==> src/rtl/dl11_regs_if.sv <==
// I/O-page bus bundle between the CPU I/O-page decoder and the DL11 register block.
interface dl11_regs_if;
  logic [12:0] iopage_addr;
  logic [15:0] data_in;
  logic [15:0] data_out;
  logic        iopage_rd;
  logic        iopage_wr;
  logic        iopage_byte_op;
  logic        decode;

  modport master (
    output iopage_addr, data_in, iopage_rd, iopage_wr, iopage_byte_op,
    input  data_out, decode
  );

  modport slave (
    input  iopage_addr, data_in, iopage_rd, iopage_wr, iopage_byte_op,
    output data_out, decode
  );
endinterface

==> src/rtl/dl11_regs.sv <==
// DL11 console register set (RCSR/RBUF/XCSR/XBUF) with four-phase load/unload
// handshakes toward the uart block and level receive/transmit interrupts.
module dl11_regs #(
  parameter logic [12:0] BASE_ADDR = 13'o17560
) (
  input  logic              clk,
  input  logic              reset,
  dl11_regs_if.slave        bus,
  output logic              interrupt_rx,
  output logic              interrupt_tx,
  output logic              ld_tx_req,
  input  logic              ld_tx_ack,
  output logic [7:0]        tx_data,
  input  logic              tx_empty,
  output logic              uld_rx_req,
  input  logic              uld_rx_ack,
  input  logic [7:0]        rx_data,
  input  logic              rx_empty
);

  localparam logic [1:0] R_IDLE  = 2'd0;
  localparam logic [1:0] R_REQ   = 2'd1;
  localparam logic [1:0] R_ACK   = 2'd2;

  localparam logic [1:0] T_IDLE  = 2'd0;
  localparam logic [1:0] T_REQ   = 2'd1;
  localparam logic [1:0] T_ACK   = 2'd2;
  localparam logic [1:0] T_DRAIN = 2'd3;

  localparam logic [1:0] SEL_RCSR = 2'd0;
  localparam logic [1:0] SEL_RBUF = 2'd1;
  localparam logic [1:0] SEL_XCSR = 2'd2;
  localparam logic [1:0] SEL_XBUF = 2'd3;

  logic [1:0] ld_ack_sync, tx_empty_sync, uld_ack_sync, rx_empty_sync;
  logic       ld_ack_s, tx_empty_s, uld_ack_s, rx_empty_s;

  logic [1:0] rx_state, rx_state_next;
  logic [1:0] tx_state, tx_state_next;

  logic       rx_done, rx_ie, tx_ready, tx_ie;
  logic [7:0] rbuf;

  logic       hit;
  logic [1:0] sel;
  logic       wr_low;
  logic       rd_rbuf, wr_rcsr, wr_xcsr, wr_xbuf;
  logic       rx_capture, tx_finish, tx_accept;
  logic       unused_bits;

  // Two-flop synchronizers; every uart output is asynchronous to clk.
  always_ff @(posedge clk) begin
    if (reset) begin
      ld_ack_sync   <= 2'b00;
      uld_ack_sync  <= 2'b00;
      tx_empty_sync <= 2'b11;
      rx_empty_sync <= 2'b11;
    end else begin
      ld_ack_sync   <= {ld_ack_sync[0], ld_tx_ack};
      uld_ack_sync  <= {uld_ack_sync[0], uld_rx_ack};
      tx_empty_sync <= {tx_empty_sync[0], tx_empty};
      rx_empty_sync <= {rx_empty_sync[0], rx_empty};
    end
  end

  assign ld_ack_s   = ld_ack_sync[1];
  assign uld_ack_s  = uld_ack_sync[1];
  assign tx_empty_s = tx_empty_sync[1];
  assign rx_empty_s = rx_empty_sync[1];

  // Address decode; high-byte writes are discarded, low-byte writes act as word writes.
  assign hit     = (bus.iopage_addr[12:3] == BASE_ADDR[12:3]);
  assign sel     = bus.iopage_addr[2:1];
  assign wr_low  = bus.iopage_wr && hit && !(bus.iopage_byte_op && bus.iopage_addr[0]);
  assign rd_rbuf = bus.iopage_rd && hit && (sel == SEL_RBUF);
  assign wr_rcsr = wr_low && (sel == SEL_RCSR);
  assign wr_xcsr = wr_low && (sel == SEL_XCSR);
  assign wr_xbuf = wr_low && (sel == SEL_XBUF);

  assign unused_bits = ^{bus.data_in[15:7], bus.data_in[5:0]};

  always_comb begin
    bus.data_out = 16'd0;
    bus.decode   = hit;
    if (hit) begin
      case (sel)
        SEL_RCSR: bus.data_out = {8'd0, rx_done, rx_ie, 6'd0};
        SEL_RBUF: bus.data_out = {8'd0, rbuf};
        SEL_XCSR: bus.data_out = {8'd0, tx_ready, tx_ie, 6'd0};
        default:  bus.data_out = 16'd0;
      endcase
    end
  end

  always_ff @(posedge clk) begin
    if (reset) begin
      rx_state <= R_IDLE;
      tx_state <= T_IDLE;
    end else begin
      rx_state <= rx_state_next;
      tx_state <= tx_state_next;
    end
  end

  // Receive unload: only starts with no character held and the previous ack fully released.
  always_comb begin
    rx_state_next = rx_state;
    case (rx_state)
      R_IDLE:  if (!rx_done && !rx_empty_s && !uld_ack_s) rx_state_next = R_REQ;
      R_REQ:   if (uld_ack_s)  rx_state_next = R_ACK;
      R_ACK:   if (!uld_ack_s) rx_state_next = R_IDLE;
      default: rx_state_next = R_IDLE;
    endcase
  end

  // Transmit load: an accepted XBUF write leaves T_IDLE with READY low until the old ack clears.
  always_comb begin
    tx_state_next = tx_state;
    case (tx_state)
      T_IDLE:  if (!tx_ready && !ld_ack_s) tx_state_next = T_REQ;
      T_REQ:   if (ld_ack_s)   tx_state_next = T_ACK;
      T_ACK:   if (!ld_ack_s)  tx_state_next = T_DRAIN;
      T_DRAIN: if (tx_empty_s) tx_state_next = T_IDLE;
      default: tx_state_next = T_IDLE;
    endcase
  end

  assign rx_capture = (rx_state == R_ACK) && !uld_ack_s;
  assign tx_finish  = (tx_state == T_DRAIN) && tx_empty_s;
  assign tx_accept  = wr_xbuf && tx_ready;

  always_ff @(posedge clk) begin
    if (reset) begin
      rx_done      <= 1'b0;
      rx_ie        <= 1'b0;
      rbuf         <= 8'd0;
      tx_ready     <= 1'b1;
      tx_ie        <= 1'b0;
      tx_data      <= 8'd0;
      ld_tx_req    <= 1'b0;
      uld_rx_req   <= 1'b0;
      interrupt_rx <= 1'b0;
      interrupt_tx <= 1'b0;
    end else begin
      // A fresh character wins over a concurrent RBUF read.
      if (rx_capture) begin
        rx_done <= 1'b1;
        rbuf    <= rx_data;
      end else if (rd_rbuf) begin
        rx_done <= 1'b0;
      end
      if (wr_rcsr) rx_ie <= bus.data_in[6];
      if (wr_xcsr) tx_ie <= bus.data_in[6];
      if (tx_finish) begin
        tx_ready <= 1'b1;
      end else if (tx_accept) begin
        tx_ready <= 1'b0;
        tx_data  <= bus.data_in[7:0];
      end
      ld_tx_req    <= (tx_state_next == T_REQ);
      uld_rx_req   <= (rx_state_next == R_REQ);
      interrupt_rx <= rx_done && rx_ie;
      interrupt_tx <= tx_ready && tx_ie;
    end
  end

endmodule
==> src/flat_wrapper.sv <==
// flat-port wrapper written by rule: the top's interface ports become plain ports
module dl11_regs_flat 
#(
  parameter logic [12:0] BASE_ADDR = 13'o17560
)
  (clk, reset, interrupt_rx, interrupt_tx, ld_tx_req, ld_tx_ack, tx_data, tx_empty, uld_rx_req, uld_rx_ack, rx_data, rx_empty, bus_iopage_addr, bus_data_in, bus_iopage_rd, bus_iopage_wr, bus_iopage_byte_op, bus_data_out, bus_decode);
  dl11_regs_if bus_i ();
  input  logic clk;
  input  logic reset;
  output logic interrupt_rx;
  output logic interrupt_tx;
  output logic ld_tx_req;
  input  logic ld_tx_ack;
  output logic [7:0] tx_data;
  input  logic tx_empty;
  output logic uld_rx_req;
  input  logic uld_rx_ack;
  input  logic [7:0] rx_data;
  input  logic rx_empty;
  input wire logic [$bits(bus_i.iopage_addr)-1:0] bus_iopage_addr;
  input wire logic [$bits(bus_i.data_in)-1:0] bus_data_in;
  input wire logic [$bits(bus_i.iopage_rd)-1:0] bus_iopage_rd;
  input wire logic [$bits(bus_i.iopage_wr)-1:0] bus_iopage_wr;
  input wire logic [$bits(bus_i.iopage_byte_op)-1:0] bus_iopage_byte_op;
  output wire logic [$bits(bus_i.data_out)-1:0] bus_data_out;
  output wire logic [$bits(bus_i.decode)-1:0] bus_decode;
  assign bus_i.iopage_addr = bus_iopage_addr;
  assign bus_i.data_in = bus_data_in;
  assign bus_i.iopage_rd = bus_iopage_rd;
  assign bus_i.iopage_wr = bus_iopage_wr;
  assign bus_i.iopage_byte_op = bus_iopage_byte_op;
  assign bus_data_out = bus_i.data_out;
  assign bus_decode = bus_i.decode;
  dl11_regs #(.BASE_ADDR(BASE_ADDR)) u_core (.clk(clk), .reset(reset), .bus(bus_i), .interrupt_rx(interrupt_rx), .interrupt_tx(interrupt_tx), .ld_tx_req(ld_tx_req), .ld_tx_ack(ld_tx_ack), .tx_data(tx_data), .tx_empty(tx_empty), .uld_rx_req(uld_rx_req), .uld_rx_ack(uld_rx_ack), .rx_data(rx_data), .rx_empty(rx_empty));
endmodule
==> config.mk <==
export PLATFORM = sky130hd
export DESIGN_NAME = dl11_regs_flat
export DESIGN_NICKNAME = d
export VERILOG_FILES = /design/src/rtl/dl11_regs_if.sv /design/src/rtl/dl11_regs.sv /design/src/flat_wrapper.sv
export SDC_FILE = /design/constraint.sdc
export NUM_CORES = 1
export LEC_CHECK = 0
export BUFFER_PORTS_ARGS = -buffer_cell sky130_fd_sc_hd__buf_2
export CAP_MARGIN = 20
export CORE_ASPECT_RATIO = 2
export CORE_MARGIN = 2
export CORE_UTILIZATION = 49
export DETAILED_ROUTE_END_ITERATION = 10
export PLACE_DENSITY = 0.84
export SLEW_MARGIN = 15
export SYNTH_ARGS = -nofsm -noshare
export SYNTH_HDL_FRONTEND = slang
export SYNTH_SLANG_ARGS = --single-unit
==> constraint.sdc <==
create_clock -name clk -period 2.65 [get_ports clk]
set_input_delay 0.265 -clock clk [delete_from_list [all_inputs] [get_ports clk]]
set_output_delay 0.265 -clock clk [all_outputs]
set_load 0.1 [all_outputs]
==> flow_metrics.py, run 1 <==
metrics = {
    "setup_path": {
        "cp-end-kind": "output port",
        "path_class": "input pin to output port",
        "r2r_start": "u_core.tx_state[1]$_SDFF_PP0_",
        "cp_data_required_time_ps": 2380,
        "reg2reg_to": "u_core.tx_data[6]$_SDFFE_PP0P_",
        "regToRegSetupSlack_ps": 940,
        "cp_max_fo": 7,
        "cp.arrival_ps": 2040,
        "worstSetupStartpointType": "input pin",
        "ff2ff_path_depth": 4,
    },
    "synth": {
        "synth_area_leaders": "dfxtp_1, mux2i_1, nor2_1, nor2b_1, nand2b_1",
        "synth.distinct_cells": 31,
        "yosysTopAreaCellShare_pct": 46.7,
        "synth_top_cell_by_area": "dfxtp_1",
        "ys_ff_latch": 36,
        "syn_area_mm2": 0.00154,
        "synth-seq-area-share_pct": 46.7,
        "synth_cells": 172,
        "yosysWarnings": 0,
        "syn_avg_cell_area_um2": 8.97,
    },
    "timing": {
        "max_freq_mhz": 435,
        "max_slew_margin_pct": 39.4,
        "clock_skew_ps": 3.85,
        "slew_violations": 0,
        "fin_crit_sh_pct": 86.8,
        "setup_tns_ps": 0,
        "period_minus_slack_ps": 2300,
        "setup_violations": 0,
        "fin_ws_ps": 350,
        "rsz0062_at_grt": "no",
        "hold_violations": 0,
        "worst_pin_slew_ps": 905,
    },
    "clocking": {
        "cts-resized-gates": 0,
        "cts_hold_buffers": 0,
        "h-tree-depth": 2,
        "numCtsBuffers": 5,
        "cts.sinks": 36,
        "cts_tree": "built",
        "cts.path.max_buffers": 2,
        "insertion_delay_ps": 280,
        "clock-root-buffer": "clkbuf_8",
        "cts_setup_buffers": 0,
        "clk_pin_slew_ps": 60,
    },
    "pwr": {
        "leakagePower_uw": 0.000868,
        "swShare_pct": 25.6,
        "intPower_uw": 761,
        "clockPowerShare_pct": 34.3,
        "share_comb_of_total_power_pct": 11.8,
        "p_switching_uw": 262,
        "ir_drop_uv": 379,
        "power_density_mw_per_mm2": 543,
        "pwr-share-seq_pct": 54.0,
    },
    "flow_run": {
        "cap_violations": 0,
    },
    "floorplanning": {
        "coreArea_mm2": 0.00298,
        "die_height_um": 83.4,
        "initial_core_util_pct": 51.8,
        "dieArea_mm2": 0.00364,
        "ioPinCount": 75,
        "row_count": 28,
        "die-width_um": 43.7,
    },
    "finish": {
        "final_common_cell": "buf_2",
        "layout-drive-gt1-share_pct": 32.5,
        "nets": 274,
        "layout_common_cells": "buf_2, dfxtp_1, nor2_1",
        "antenna_cells": 0,
        "area_growth_pct": 22.2,
        "layout.cells.non_filler": 258,
        "final.fill_count": 269,
    },
    "route": {
        "wire_per_inst_um": 11.7,
        "num_vias": 1305,
        "wl_mm": 3.01,
        "drtPass1Iterations": 4,
        "drcViolationCount": 0,
        "viasPerCell": 5.06,
        "ant_nets": 0,
        "drt_iter0_drc": 21,
    },
    "min_path": {
        "hp-class": "input pin to flip-flop",
        "whs_path_depth": 2,
        "min_from": "rx_empty",
        "hold_path_end": "u_core.rx_empty_sync[0]$_SDFF_PP1_",
    },
    "place": {
        "preCtsSetupSlack_ps": 331,
        "post-dp-hpwl_mm": 2.20,
        "place_inst": 251,
        "routabilityCongestion": 0.754,
        "port_buffers": 58,
    },
    "global_routing": {
        "grt_antenna_before_repair": 0,
        "grt_pass1_wl_mm": 5.09,
        "grt_overflow": 0,
        "grt_pass1_vias": 1266,
        "grt_usage_pct": 18.0,
        "grt_max_degree": 42,
    },
    "outcome": {
        "outcome": "finished, final reports clean",
    },
}
worst max-delay path: stages:
cell and delay [ps]:
buf_2 100, nand4b_1 200, or3_2 540, nor3_2 330, and2_1 190, buf_2 420
how the worst max path moves through the flow:
stage          cells past startpoint              end                from  slack (ps)
6_report                           6  bus_data_out[0]  bus_iopage_addr[7]         350
5_1_grt                            6  bus_data_out[4]  bus_iopage_addr[7]         220
4_1_cts                            6  bus_data_out[0]  bus_iopage_addr[7]         320
3_5_place_dp                       6  bus_data_out[0]  bus_iopage_addr[7]         330
3_3_place_gp                       6  bus_data_out[0]  bus_iopage_addr[7]         330
2_1_floorplan                      3  bus_data_out[6]  bus_iopage_addr[7]         130
power by group through the flow:
| stage | registers (uW) | clock network, uW | logic [uW] |
|---|---|---|---|
| after floorplan | 569 | 0 | 89.5 |
| after global placement | 564 | 0 | 119 |
| after detailed placement | 564 | 0 | 121 |
| after CTS | 552 | 364 | 121 |
| after global routing | 553 | 384 | 129 |
| final | 552 | 351 | 121 |
synth_stat cells:
| cell type | number |
|---|---|
| nor2b_1 | 12 |
| o21ai_1 | 8 |
| o311a_1 | 1 |
| nand2_1 | 6 |
| xnor2_1 | 1 |
| buf_4 | 8 |
| or3_2 | 1 |
| nor3_2 | 1 |
| nand4b_1 | 1 |
| nor4_2 | 1 |
| nand3_1 | 3 |
| dfxtp_1 | 36 |
| clkbuf_1 | 5 |
| nand2b_1 | 10 |
| a311oi_1 | 1 |
| or4_1 | 2 |
| a21bo_2 | 1 |
| a31oi_1 | 1 |
| nor2_1 | 22 |
| inv_1 | 6 |
| nand4b_4 | 1 |
| buf_2 | 3 |
| o21ai_0 | 9 |
| conb_1 | 1 |
| a21oi_1 | 3 |
| or3_1 | 1 |
| or2_2 | 4 |
| and2_1 | 6 |
| nor4_1 | 3 |
| mux2i_1 | 12 |
| nor3b_1 | 2 |
through the flow:
stage               hold WS (ps)  area (um2)  utilization, %  power, uW
finish                       167        1890            63.3       1020
global route                 156        1890            63.3       1070
CTS                          156        1890            63.3       1040
detailed placement           393        1810            60.7        685
global placement             392        1810            60.7        683
floorplan                    369        1570               -        659
logic make-up after synthesis:
logic type | after synthesis | synth area share, %
mux | 12 | 7.79
flops | 36 | 46.7
simple gates | 76 | 28.4
compound gates | 24 | 8.76
xor+xnor | 1 | 0.568
buf+inv | 22 | 7.54
other cells | 1 | 0.243
registers in the layout, summed over array words and instances, names as in the netlist, 2 cells and up:
signal / flops
u_core.rx_empty_sync: 2
u_core.tx_state: 2
u_core.uld_ack_sync: 2
u_core.tx_data: 8
u_core.rx_state: 2
u_core.tx_empty_sync: 2
u_core.rbuf: 8
u_core.ld_ack_sync: 2
metal layers:
metal	share of wire [%]	global-route usage (%)	up-vias
li1	-	-	665
met5	0	0	-
met1	38	16.6	595
met4	2.0	9.92	0
met2	55	32.5	39
met3	5.3	5.22	6
layout make-up:
cell class	instances	area, um2	area share, %
flip-flops and latches	36	721	38.2
well taps	30	37.5	1.99
repair buffers	58	290	15.4
clock buffers	6	72.6	3.85
clock inverters	1	5.00	0.265
inverters	6	22.5	1.19
multi-input cells	121	737	39.1
(Power assumes the default switching activity.)
==> run 2: changes to the inputs <==
--- a/config.mk
+++ b/config.mk
@@ -10,6 +10,7 @@
 export CORE_ASPECT_RATIO = 2
 export CORE_MARGIN = 2
 export CORE_UTILIZATION = 49
+export CTS_BUF_LIST = sky130_fd_sc_hd__clkbuf_16
 export DETAILED_ROUTE_END_ITERATION = 10
 export PLACE_DENSITY = 0.84
 export SLEW_MARGIN = 15
==> run 2 against run 1 <==
Net effect:
- final cell count did not move
- clock power up 52%
- sequential share of layout area is 1.1 points lower
- die area did not move
- wire length fell by 0.80%
- combinational power about the same
- via count rose by 0.46%
- final area is 3.0% higher
- critical path type unchanged
- largest cell class unchanged
==> flow_metrics.py, run 2 (synthesis gave the netlist of run 1 again) <==
metrics = {
    "outcome": {
        "outcome": "finished, final reports clean",
    },
    "timing": {
        "rsz0062_at_grt": "no",
        "slew_violations": 0,
        "hold_violations": 0,
        "fin_crit_sh_pct": 87.0,
        "setup_tns_ps": 0,
        "worst_pin_slew_ps": 887,
        "fin_ws_ps": 346,
        "max_slew_margin_pct": 40.6,
        "fin_hold_ws_ps": 170,
        "period_minus_slack_ps": 2300,
        "clock_skew_ps": 2.61,
        "max_freq_mhz": 434,
        "setup_violations": 0,
    },
    "flow_run": {
        "cap_violations": 0,
    },
    "global_routing": {
        "grt_antenna_before_repair": 0,
        "grt_usage_pct": 18.5,
        "grt_pass1_wl_mm": 5.19,
        "grt_pass1_vias": 1283,
        "grt_max_degree": 42,
        "grt_overflow": 0,
    },
    "route": {
        "ant_nets": 0,
        "drcViolationCount": 0,
        "wl_mm": 2.98,
        "drt_iter0_drc": 15,
        "wire_per_inst_um": 11.6,
        "drtPass1Iterations": 4,
        "num_vias": 1311,
        "viasPerCell": 5.08,
    },
    "setup_path": {
        "cp.arrival_ps": 2040,
        "regToRegSetupSlack_ps": 950,
        "cp_data_required_time_ps": 2380,
        "cp_max_fo": 7,
        "reg2reg_to": "u_core.tx_data[4]$_SDFFE_PP0P_",
        "cp-end-kind": "output port",
        "r2r_start": "u_core.tx_state[1]$_SDFF_PP0_",
        "ff2ff_path_depth": 4,
        "path_class": "input pin to output port",
        "worstSetupStartpointType": "input pin",
    },
    "place": {
        "preCtsSetupSlack_ps": 331,
        "port_buffers": 58,
        "post-dp-hpwl_mm": 2.20,
        "place_inst": 251,
        "routabilityCongestion": 0.754,
    },
    "clocking": {
        "numCtsBuffers": 5,
        "cts_setup_buffers": 0,
        "cts.sinks": 36,
        "clock-root-buffer": "clkbuf_16",
        "h-tree-depth": 2,
        "cts-resized-gates": 0,
        "insertion_delay_ps": 270,
        "cts_tree": "built",
        "cts.path.max_buffers": 2,
        "clk_pin_slew_ps": 50,
        "cts_hold_buffers": 0,
    },
    "min_path": {
        "whs_path_depth": 2,
        "hold_path_end": "u_core.rx_empty_sync[0]$_SDFF_PP1_",
        "min_from": "rx_empty",
        "hp-class": "input pin to flip-flop",
    },
    "finish": {
        "nets": 274,
        "layout.cells.non_filler": 258,
        "antenna_cells": 0,
        "layout_common_cells": "buf_2, dfxtp_1, nor2_1",
        "reg_top3": "u_core.rbuf (8), u_core.tx_data (8)",
        "layout-drive-gt1-share_pct": 32.5,
        "final_common_cell": "buf_2",
        "area_growth_pct": 25.9,
    },
    "floorplanning": {
        "row_count": 28,
        "initial_core_util_pct": 51.8,
        "die-width_um": 43.7,
        "coreArea_mm2": 0.00298,
        "die_height_um": 83.4,
        "dieArea_mm2": 0.00364,
        "ioPinCount": 75,
    },
    "pwr": {
        "leakagePower_uw": 0.000898,
        "power_density_mw_per_mm2": 622,
        "ir_drop_uv": 484,
    },
}
-- run 2: worst max-delay path: stages --
cell and delay, ps:
buf_2 100, nand4b_1 200, or3_2 540, nor3_2 330, and2_1 190, buf_2 420
-- run 2: routing by layer --
| layer | track usage [%] | vias to the layer above | wire, um |
|---|---|---|---|
| li1 | - | 667 | - |
| met1 | 17.0 | 595 | 1060 |
| met2 | 33.0 | 41 | 1660 |
| met3 | 5.65 | 8 | 174 |
| met4 | 11.0 | 0 | 93 |
| met5 | 0 | - | 0 |
-- run 2: through the flow --
| stage | total power (uW) | utilization [%] | cell area, um2 |
|---|---|---|---|
| after CTS | 1220 | 65.2 | 1940 |
| after floorplan | 659 | - | 1570 |
| after global routing | 1250 | 65.2 | 1940 |
| after global placement | 683 | 60.7 | 1810 |
| final | 1210 | 65.2 | 1940 |
| after detailed placement | 685 | 60.7 | 1810 |
-- run 2: worst max-delay path by stage --
| stage | startpoint | end | slack (ps) | cells after the start |
|---|---|---|---|---|
| after floorplan | bus_iopage_addr[7] | bus_data_out[6] | 130 | 3 |
| after global placement | bus_iopage_addr[7] | bus_data_out[0] | 330 | 6 |
| after detailed placement | bus_iopage_addr[7] | bus_data_out[0] | 330 | 6 |
| after CTS | bus_iopage_addr[7] | bus_data_out[0] | 320 | 6 |
| after global routing | bus_iopage_addr[7] | bus_data_out[4] | 220 | 6 |
| final | bus_iopage_addr[7] | bus_data_out[0] | 350 | 6 |
-- run 2: layout make-up --
cell class	count	area, um2
timing repair buffer	58	290
clock buffer	5	125
tap	30	37.5
inverter	6	22.5
clock inverter	2	8.76
multi-input combinational	121	737
fill	266	1040
sequential	36	721
-- run 2: where the power goes --
part | total, uW | leakage, uW | internal [uW] | switching, uW
Clock | 533 | 0.0000709 | 337 | 197
Sequential | 553 | 0.000292 | 550 | 3.42
Combinational | 120 | 0.000535 | 33.9 | 86.3
Total | 1210 | 0.000898 | 921 | 286
